### config.mk
export PLATFORM = sky130hd
export DESIGN_NAME = fir_decim
export DESIGN_NICKNAME = d
export VERILOG_FILES = /design/src/rtl/fir_decim_pkg.sv /design/src/rtl/fir_decim_skid.sv /design/src/rtl/fir_decim.sv
export SDC_FILE = /design/constraint.sdc
export NUM_CORES = 1
export LEC_CHECK = 0
export BUFFER_PORTS_ARGS = -buffer_cell sky130_fd_sc_hd__buf_4
export CAP_MARGIN = 20
export CORE_MARGIN = 2
export CORE_UTILIZATION = 58
export DETAILED_ROUTE_END_ITERATION = 6
export PLACE_DENSITY = 0.93
export SKIP_CTS_REPAIR_TIMING = 1
export SYNTH_ARGS = -nofsm -noshare
export SYNTH_HDL_FRONTEND = slang
export SYNTH_SLANG_ARGS = --single-unit
### constraint.sdc
create_clock -name csi_clk -period 5.5 [get_ports csi_clk]
set_input_delay 0.275 -clock csi_clk [delete_from_list [all_inputs] [get_ports csi_clk]]
set_output_delay 0.275 -clock csi_clk [all_outputs]
set_load 0.05 [all_outputs]
### src/rtl/fir_decim_pkg.sv
// Shared helpers for the FIR decimator: phase-counter width and FIFO occupancy type.
package fir_decim_pkg;

    typedef logic [1:0] occ_t;

    // A one-phase decimator still needs a 1-bit counter.
    function automatic int cnt_w(input int decim);
        return (decim <= 2) ? 1 : $clog2(decim);
    endfunction

endpackage

### src/rtl/fir_decim_skid.sv
// Two-entry skid FIFO. Upstream ready is registered and never depends on downstream ready.
module fir_decim_skid
    import fir_decim_pkg::*;
#(
    parameter int DATA_WIDTH = 18
) (
    input  logic                  clk_i,
    input  logic                  rst_ni,
    input  logic                  push_i,
    input  logic [DATA_WIDTH-1:0] data_i,
    output logic                  ready_o,
    output logic                  valid_o,
    output logic [DATA_WIDTH-1:0] data_o,
    input  logic                  ready_i
);

    occ_t                  occ_q, occ_d;
    logic [DATA_WIDTH-1:0] head_q, head_d;
    logic [DATA_WIDTH-1:0] tail_q, tail_d;
    logic                  rdy_q, rdy_d;
    logic                  pop;

    assign pop = (occ_q != 2'd0) && ready_i;

    // push_i is only raised while ready_o is high, so a push never lands on a full FIFO.
    always_comb begin
        occ_d  = occ_q;
        head_d = head_q;
        tail_d = tail_q;
        case ({push_i, pop})
            2'b10: begin
                if (occ_q == 2'd0) head_d = data_i;
                else               tail_d = data_i;
                occ_d = occ_q + 2'd1;
            end
            2'b01: begin
                head_d = tail_q;
                occ_d  = occ_q - 2'd1;
            end
            2'b11: begin
                if (occ_q == 2'd1) begin
                    head_d = data_i;
                end else begin
                    head_d = tail_q;
                    tail_d = data_i;
                end
            end
            default: ;
        endcase
    end

    assign rdy_d = (occ_d < 2'd2);

    always_ff @(posedge clk_i or negedge rst_ni) begin
        if (!rst_ni) begin
            occ_q  <= 2'd0;
            head_q <= '0;
            tail_q <= '0;
            rdy_q  <= 1'b0;
        end else begin
            occ_q  <= occ_d;
            head_q <= head_d;
            tail_q <= tail_d;
            rdy_q  <= rdy_d;
        end
    end

    assign ready_o = rdy_q;
    assign valid_o = (occ_q != 2'd0);
    assign data_o  = head_q;

endmodule

### src/rtl/fir_decim.sv
// Keep-one-in-DECIM decimator on Avalon-ST, buffered by a 2-entry skid FIFO.
// Optional FIR_DECIM_SYNC_EN adds coe_sync to realign the phase counter.
module fir_decim
    import fir_decim_pkg::*;
#(
    parameter int DATA_WIDTH = 18,
    parameter int DECIM      = 4,
    parameter int PHASE      = 0
) (
    input  logic                         csi_clk,
    input  logic                         rsi_reset_n,
`ifdef FIR_DECIM_SYNC_EN
    input  logic                         coe_sync,
`endif
    input  logic                         asi_din_valid,
    input  logic signed [DATA_WIDTH-1:0] asi_din_data,
    output logic                         asi_din_ready,
    output logic                         aso_dout_valid,
    output logic signed [DATA_WIDTH-1:0] aso_dout_data,
    input  logic                         aso_dout_ready
);

    localparam int             CW      = cnt_w(DECIM);
    localparam logic [CW-1:0]  LAST    = CW'(DECIM - 1);
    localparam logic [CW-1:0]  KEEP_PH = CW'(PHASE);

    if (DECIM < 1 || DECIM > 1024) begin : g_bad_decim
        $error("fir_decim: DECIM=%0d outside 1..1024", DECIM);
    end
    if (PHASE < 0 || PHASE >= DECIM) begin : g_bad_phase
        $error("fir_decim: PHASE=%0d outside 0..DECIM-1", PHASE);
    end

    logic [CW-1:0] phase_q, phase_d, phase_cur;
    logic          din_ready;
    logic          accept;
    logic          keep;

    assign accept = asi_din_valid && din_ready;

`ifdef FIR_DECIM_SYNC_EN
    // A sync pulse makes the beat on the same edge phase 0.
    assign phase_cur = coe_sync ? '0 : phase_q;
`else
    assign phase_cur = phase_q;
`endif

    assign keep = accept && (phase_cur == KEEP_PH);

    always_comb begin
        phase_d = phase_q;
        if (accept) begin
            phase_d = (phase_cur == LAST) ? '0 : phase_cur + 1'b1;
        end
`ifdef FIR_DECIM_SYNC_EN
        else if (coe_sync) begin
            phase_d = '0;
        end
`endif
    end

    always_ff @(posedge csi_clk or negedge rsi_reset_n) begin
        if (!rsi_reset_n) phase_q <= '0;
        else              phase_q <= phase_d;
    end

    fir_decim_skid #(
        .DATA_WIDTH(DATA_WIDTH)
    ) u_skid (
        .clk_i  (csi_clk),
        .rst_ni (rsi_reset_n),
        .push_i (keep),
        .data_i (asi_din_data),
        .ready_o(din_ready),
        .valid_o(aso_dout_valid),
        .data_o (aso_dout_data),
        .ready_i(aso_dout_ready)
    );

    assign asi_din_ready = din_ready;

endmodule

==> results of run 1 <==
-- cell type report --
type | count | area, um2 | share of cell area [%]
Tap cell | 46 | 57.6 | 2.36
Inverter | 8 | 30.0 | 1.23
Multi-Input combinational cell | 120 | 915 | 37.5
Clock buffer | 7 | 55.1 | 2.26
Timing Repair Buffer | 43 | 325 | 13.3
Sequential cell | 41 | 1030 | 42.1
Clock inverter | 1 | 30.0 | 1.23
-- critical path: cells and delay by family, from the launching register on --
kind            cells  cell delay (ns)
fa+ha+maj           2             0.57
buf+inv             3             0.81
mux                 1             0.41
compound gates      1             0.69
simple gates        2             0.19
flops               1             0.43
-- power groups by stage --
stage / logic [mW] / registers (mW) / clock network (mW)
6_report: 0.787 / 0.542 / 0.203
5_1_grt: 0.844 / 0.557 / 0.227
3_5_place_dp: 0.784 / 0.544 / 0
2_1_floorplan: 0.373 / 0.761 / 0
4_1_cts: 0.790 / 0.539 / 0.206
3_3_place_gp: 0.767 / 0.537 / 0
-- metrics by stage --
step,util (%),worst slack (ns)
finish,72.5,2.28
global route,72.5,2.01
CTS,72.2,2.28
detailed placement,69.7,2.30
global placement,69.7,2.41
floorplan,-,3.00
-- synth_stat cells, drive strengths merged --
library cell / count
a211o: 1
a21o: 1
a31oi: 18
and2: 2
and4: 1
buf: 9
clkbuf: 6
dfrtp: 41
ha: 9
inv: 8
mux2: 19
mux2i: 1
nand2: 4
nand3: 1
nor2: 2
nor2b: 3
nor3: 19
o211ai: 18
o21ai: 21
-- registers in the layout, indices dropped and copies added, names as in the netlist, named ones only --
signal          count
u_skid.tail_q      18
phase_cur           2
u_skid.occ_q        1
u_skid.ready_o      1
u_skid.data_o      18
-- cells by family after synthesis --
| logic type | count (synthesis) |
|---|---|
| compound gates | 59 |
| flops | 41 |
| simple gates | 32 |
| buf+inv | 23 |
| mux | 20 |
| fa+ha+maj | 9 |
-- how the worst max path moves through the flow --
stage	startpoint	slack [ns]	endpoint
CTS	u_skid.occ_q[0]$_DFFE_PN0P_	2.28	u_skid.tail_q[0]$_DFFE_PN0P_
finish	u_skid.occ_q[0]$_DFFE_PN0P_	2.28	u_skid.tail_q[3]$_DFFE_PN0P_
global route	u_skid.occ_q[0]$_DFFE_PN0P_	2.01	u_skid.tail_q[2]$_DFFE_PN0P_
floorplan	u_skid.occ_q[0]$_DFFE_PN0P_	3.00	u_skid.tail_q[10]$_DFFE_PN0P_
detailed placement	u_skid.occ_q[0]$_DFFE_PN0P_	2.30	u_skid.tail_q[2]$_DFFE_PN0P_
global placement	u_skid.occ_q[0]$_DFFE_PN0P_	2.41	u_skid.tail_q[1]$_DFFE_PN0P_
-- layer usage --
metal	global-route usage [%]	wire length, um	vias up
met4	12.8	78	0
met1	32.5	1850	782
met2	35.8	2080	58
met3	5.36	277	9
met5	0	0	-
li1	-	-	748
==> flow_summary.toml, run 1 <==
[status]
outcome = "finished clean"

[sta]
fin_crit_sh_pct = 58.6
holdWs_ns = 0.155
setup_tns_ns = 0
slew_headroom_pct = 30.3
fin_crit_ns = 3.22
rsz0062_at_grt = "no"
hold_viol = 0
setup_viol = 0
clock_skew_ns = 0.0107
fmaxAchievable_mhz = 310
worst_pin_slew_ns = 1.04
drv_slew = 0

[min_path]
hold_path.startpoint = "asi_din_data[1]"
hold_class = "primary input to register"
worst_hold_path.endpoint = "u_skid.tail_q[1]$_DFFE_PN0P_"
hold_depth = 2

[clock_network]
cts_tree = "done"
numCtsBuffers = 5
clock_sinks = 41
cts-root-buf = "clkbuf_4"
clkLatencyLatePin_ns = 0.35
cts_max_level = 2
clock_path_buffers = 2
clk_pin_slew_ns = 0.12

[worst_setup_path]
path_cells = "inv_1 > ha_1 > nor2b_2 > buf_4 > inv_1 > ha_1 > nor2_1 > a211o_1 > mux2_2"
path_max_fanout = 39
cp-end-kind = "register"
r2r_start = "u_skid.occ_q[0]$_DFFE_PN0P_"
critPathMaxStageDelay_ns = 0.69
reg2reg_depth = 9
crit_slowest_cell = "a211o_1"
worstPathRequired_ns = 5.74
rr_endpoint = "u_skid.tail_q[3]$_DFFE_PN0P_"
cp.arrival_ns = 3.46
crit_path_start_kind = "register"
r2r_setup_slack_ns = 2.28
critPathKind = "register to register"

[power]
p_int_uw = 863
pwr_density_cell_nw_per_um2 = 628
power_mw = 1.53
swShare_pct = 43.7
p_clk_share_pct = 13.3
pwr-share-comb_pct = 51.4
p_leak_nw = 1.09
p_sw_uw = 669
peakVddDrop_mv = 0.329
seq_power_share_pct = 35.4

[placement]
dpl.hpwl_um = 2710
dp.cells = 257
portBuffers = 41
gp_congestion = 0.763
place_area_um2 = 2340

[global_routing]
antenna_found_initial = 0
groute.usage.overall_pct = 23.9
gr-total-overflow = 0
grt_pass1_wl_um = 7380
grt_max_degree = 42
grt_pass1_vias = 1600

[routing]
drt-pass1-iter-count = 4
num_vias = 1597
viasPerCell = 6.00
drc = 0
antenna_left = 0
wirelength_um = 4290
drtIter0Drc = 102
post_drt_wl_per_cell_um = 16.1

[yosys]
yosysSeqAreaShare_pct = 49.9
netlist_instances = 184
synth_xor_area_share_pct = 0
syn_nets = 215
yosysTopAreaCell = "dfrtp_1"
yosys.area_share.simple_pct = 8.03
synth-adder-area-share_pct = 5.48
ys_warn_count = 0
synth.distinct_cells = 25
netlist.area_leader.share_pct = 49.9
synth_compound_area_share_pct = 18.1
avgSynthCellArea_um2 = 11.2
synth-seq-cells = 41
syn_area_um2 = 2060
synth.area.mux_share_pct = 12.7
synth_top_family_by_area = "compound AO/OA/AOI/OAI gates"
synth_area_leaders = "dfrtp_1 (50%), mux2_4 (7.3%), o211ai_1 (6.6%), a31oi_1 (5.5%), ha_1 (5.5%)"

[die]
row_count = 21
core_area_um2 = 3360
dieArea_um2 = 4040
start_util_pct = 61.1
die_h_um = 63.5
die_w_um = 63.5
pin_count = 42

[flow_run]
cap_violations = 0

[layout]
drive_gt1_share_pct = 32.3
fin_cells = 266
mostFrequentLayoutCells = "buf_4 (42), dfrtp_1 (41), o21ai_0 (20), nor3_1 (19)"
design_area_um2 = 2440
syn2layout_area_growth_pct = 18.6
fillers = 253
final_common_cell = "buf_4"
antenna_cells = 0
nets = 250
Power figures use the tool's default switching activity.
==> run 2, diff against run 1 <==
--- a/config.mk
+++ b/config.mk
@@ -8,9 +8,9 @@
 export BUFFER_PORTS_ARGS = -buffer_cell sky130_fd_sc_hd__buf_4
 export CAP_MARGIN = 20
 export CORE_MARGIN = 2
-export CORE_UTILIZATION = 58
+export CORE_UTILIZATION = 49
 export DETAILED_ROUTE_END_ITERATION = 6
-export PLACE_DENSITY = 0.93
+export PLACE_DENSITY = 0.84
 export SKIP_CTS_REPAIR_TIMING = 1
 export SYNTH_ARGS = -nofsm -noshare
 export SYNTH_HDL_FRONTEND = slang
==> constraint.sdc (replaced) <==
create_clock -name csi_clk -period 2.6 [get_ports csi_clk]
set_input_delay 0.13 -clock csi_clk [delete_from_list [all_inputs] [get_ports csi_clk]]
set_output_delay 0.13 -clock csi_clk [all_outputs]
set_load 0.05 [all_outputs]
==> flow_summary.toml, run 2 (synthesis results as in run 1) <==
[placement]
portBuffers = 41
dp_slack_ns = 0.246
gp_congestion = 0.781
dpl.hpwl_um = 3000
place_area_um2 = 2390

[routing]
viasPerCell = 5.86
wirelength_um = 4600
antenna_left = 0
num_vias = 1612
post_drt_wl_per_cell_um = 16.7
drtIter0Drc = 160
drt-pass1-iter-count = 4
drc = 0

[layout]
drive_gt1_share_pct = 33.8
mostFrequentLayoutCells = "buf_4 (47), dfrtp_1 (41), o21ai_0 (20), nor3_1 (19)"
design_area_um2 = 2510
fin_util_pct = 62.4
fillers = 332
syn2layout_area_growth_pct = 22.2
nets = 255
antenna_cells = 0
final_common_cell = "buf_4"

[flow_run]
cap_violations = 0

[global_routing]
groute.usage.overall_pct = 22.2
antenna_found_initial = 0
gr-total-overflow = 0
grt_pass1_wl_um = 7680
grt_max_degree = 42
grt_pass1_vias = 1603

[sta]
drv_slew = 0
fin_crit_sh_pct = 91.3
fmaxAchievable_mhz = 421
hold_viol = 0
setup_ws_ns = 0.227
slew_headroom_pct = 49.2
setup_tns_ns = 0
clock_skew_ns = 0.00591
fin_crit_ns = 2.37
worst_pin_slew_ns = 0.762
setup_viol = 0
holdWs_ns = 0.0716
rsz0062_at_grt = "no"

[power]
peakVddDrop_mv = 0.481
pwr_density_cell_nw_per_um2 = 1340
p_leak_nw = 1.12

[die]
die_h_um = 68.8
dieArea_um2 = 4730
core_area_um2 = 4030
pin_count = 42
die_w_um = 68.8
row_count = 23
start_util_pct = 51.0

[clock_network]
clock_path_buffers = 2
cts-root-buf = "clkbuf_8"
clk_pin_slew_ns = 0.08
clkLatencyLatePin_ns = 0.29
cts_max_level = 2
clock_sinks = 41
cts_tree = "done"
numCtsBuffers = 5

[worst_setup_path]
crit_path_start_kind = "register"
r2r_setup_slack_ns = 0.23
cp.arrival_ns = 2.55
cp-end-kind = "register"
critPathKind = "register to register"
path_max_fanout = 17
worstPathRequired_ns = 2.78

[min_path]
hold_class = "primary input to register"

[status]
outcome = "finished clean"
-- run 2: critical path, stage by stage (launching register included) --
cell     delay (ns)
dfrtp_1        0.43
inv_1          0.07
ha_1           0.25
nor2b_2        0.20
ha_1           0.25
and2_4         0.25
a211o_1        0.15
buf_4          0.29
mux2_2         0.37
-- run 2: cell type report --
cell class | count | area [um2] | area share, %
clock buffer | 7 | 86.3 | 3.44
sequential | 41 | 1030 | 40.8
clock inverter | 1 | 30.0 | 1.20
multi-input combinational | 120 | 915 | 36.4
timing repair buffer | 48 | 363 | 14.4
tap | 50 | 62.6 | 2.49
inverter | 8 | 30.0 | 1.20
-- run 2: per-stage QoR --
stage,instances,total power [mW]
final,275,3.37
after global placement,266,2.79
after floorplan,184,2.40
after detailed placement,266,2.84
after CTS,274,3.39
after global routing,275,3.59
-- run 2: where the power goes --
group / internal, mW / total [mW] / switching, mW
Combinational: 0.658 / 1.70 / 1.04
Clock: 0.313 / 0.531 / 0.218
Sequential: 0.956 / 1.14 / 0.187
Total: 1.93 / 3.37 / 1.44
-- run 2: worst paths after layout --
kind / from / end / cells past startpoint
setup reg to reg: u_skid.occ_q[0]$_DFFE_PN0P_ / u_skid.tail_q[14]$_DFFE_PN0P_ / 8
min in group asynchronous: rsi_reset_n / u_skid.data_o[13]$_DFFE_PN0P_ / 2
hold / removal: asi_din_data[4] / u_skid.tail_q[4]$_DFFE_PN0P_ / 2
max in group asynchronous: rsi_reset_n / u_skid.tail_q[14]$_DFFE_PN0P_ / 2
hold reg to reg: u_skid.tail_q[0]$_DFFE_PN0P_ / u_skid.tail_q[0]$_DFFE_PN0P_ / 1
setup / recovery: u_skid.occ_q[0]$_DFFE_PN0P_ / u_skid.tail_q[14]$_DFFE_PN0P_ / 8
-- run 2: per-layer routing --
metal	GRT usage, %	wire length (um)
met4	11.0	79
met2	34.5	2300
met1	29.1	2010
met5	0	0
met3	4.87	221
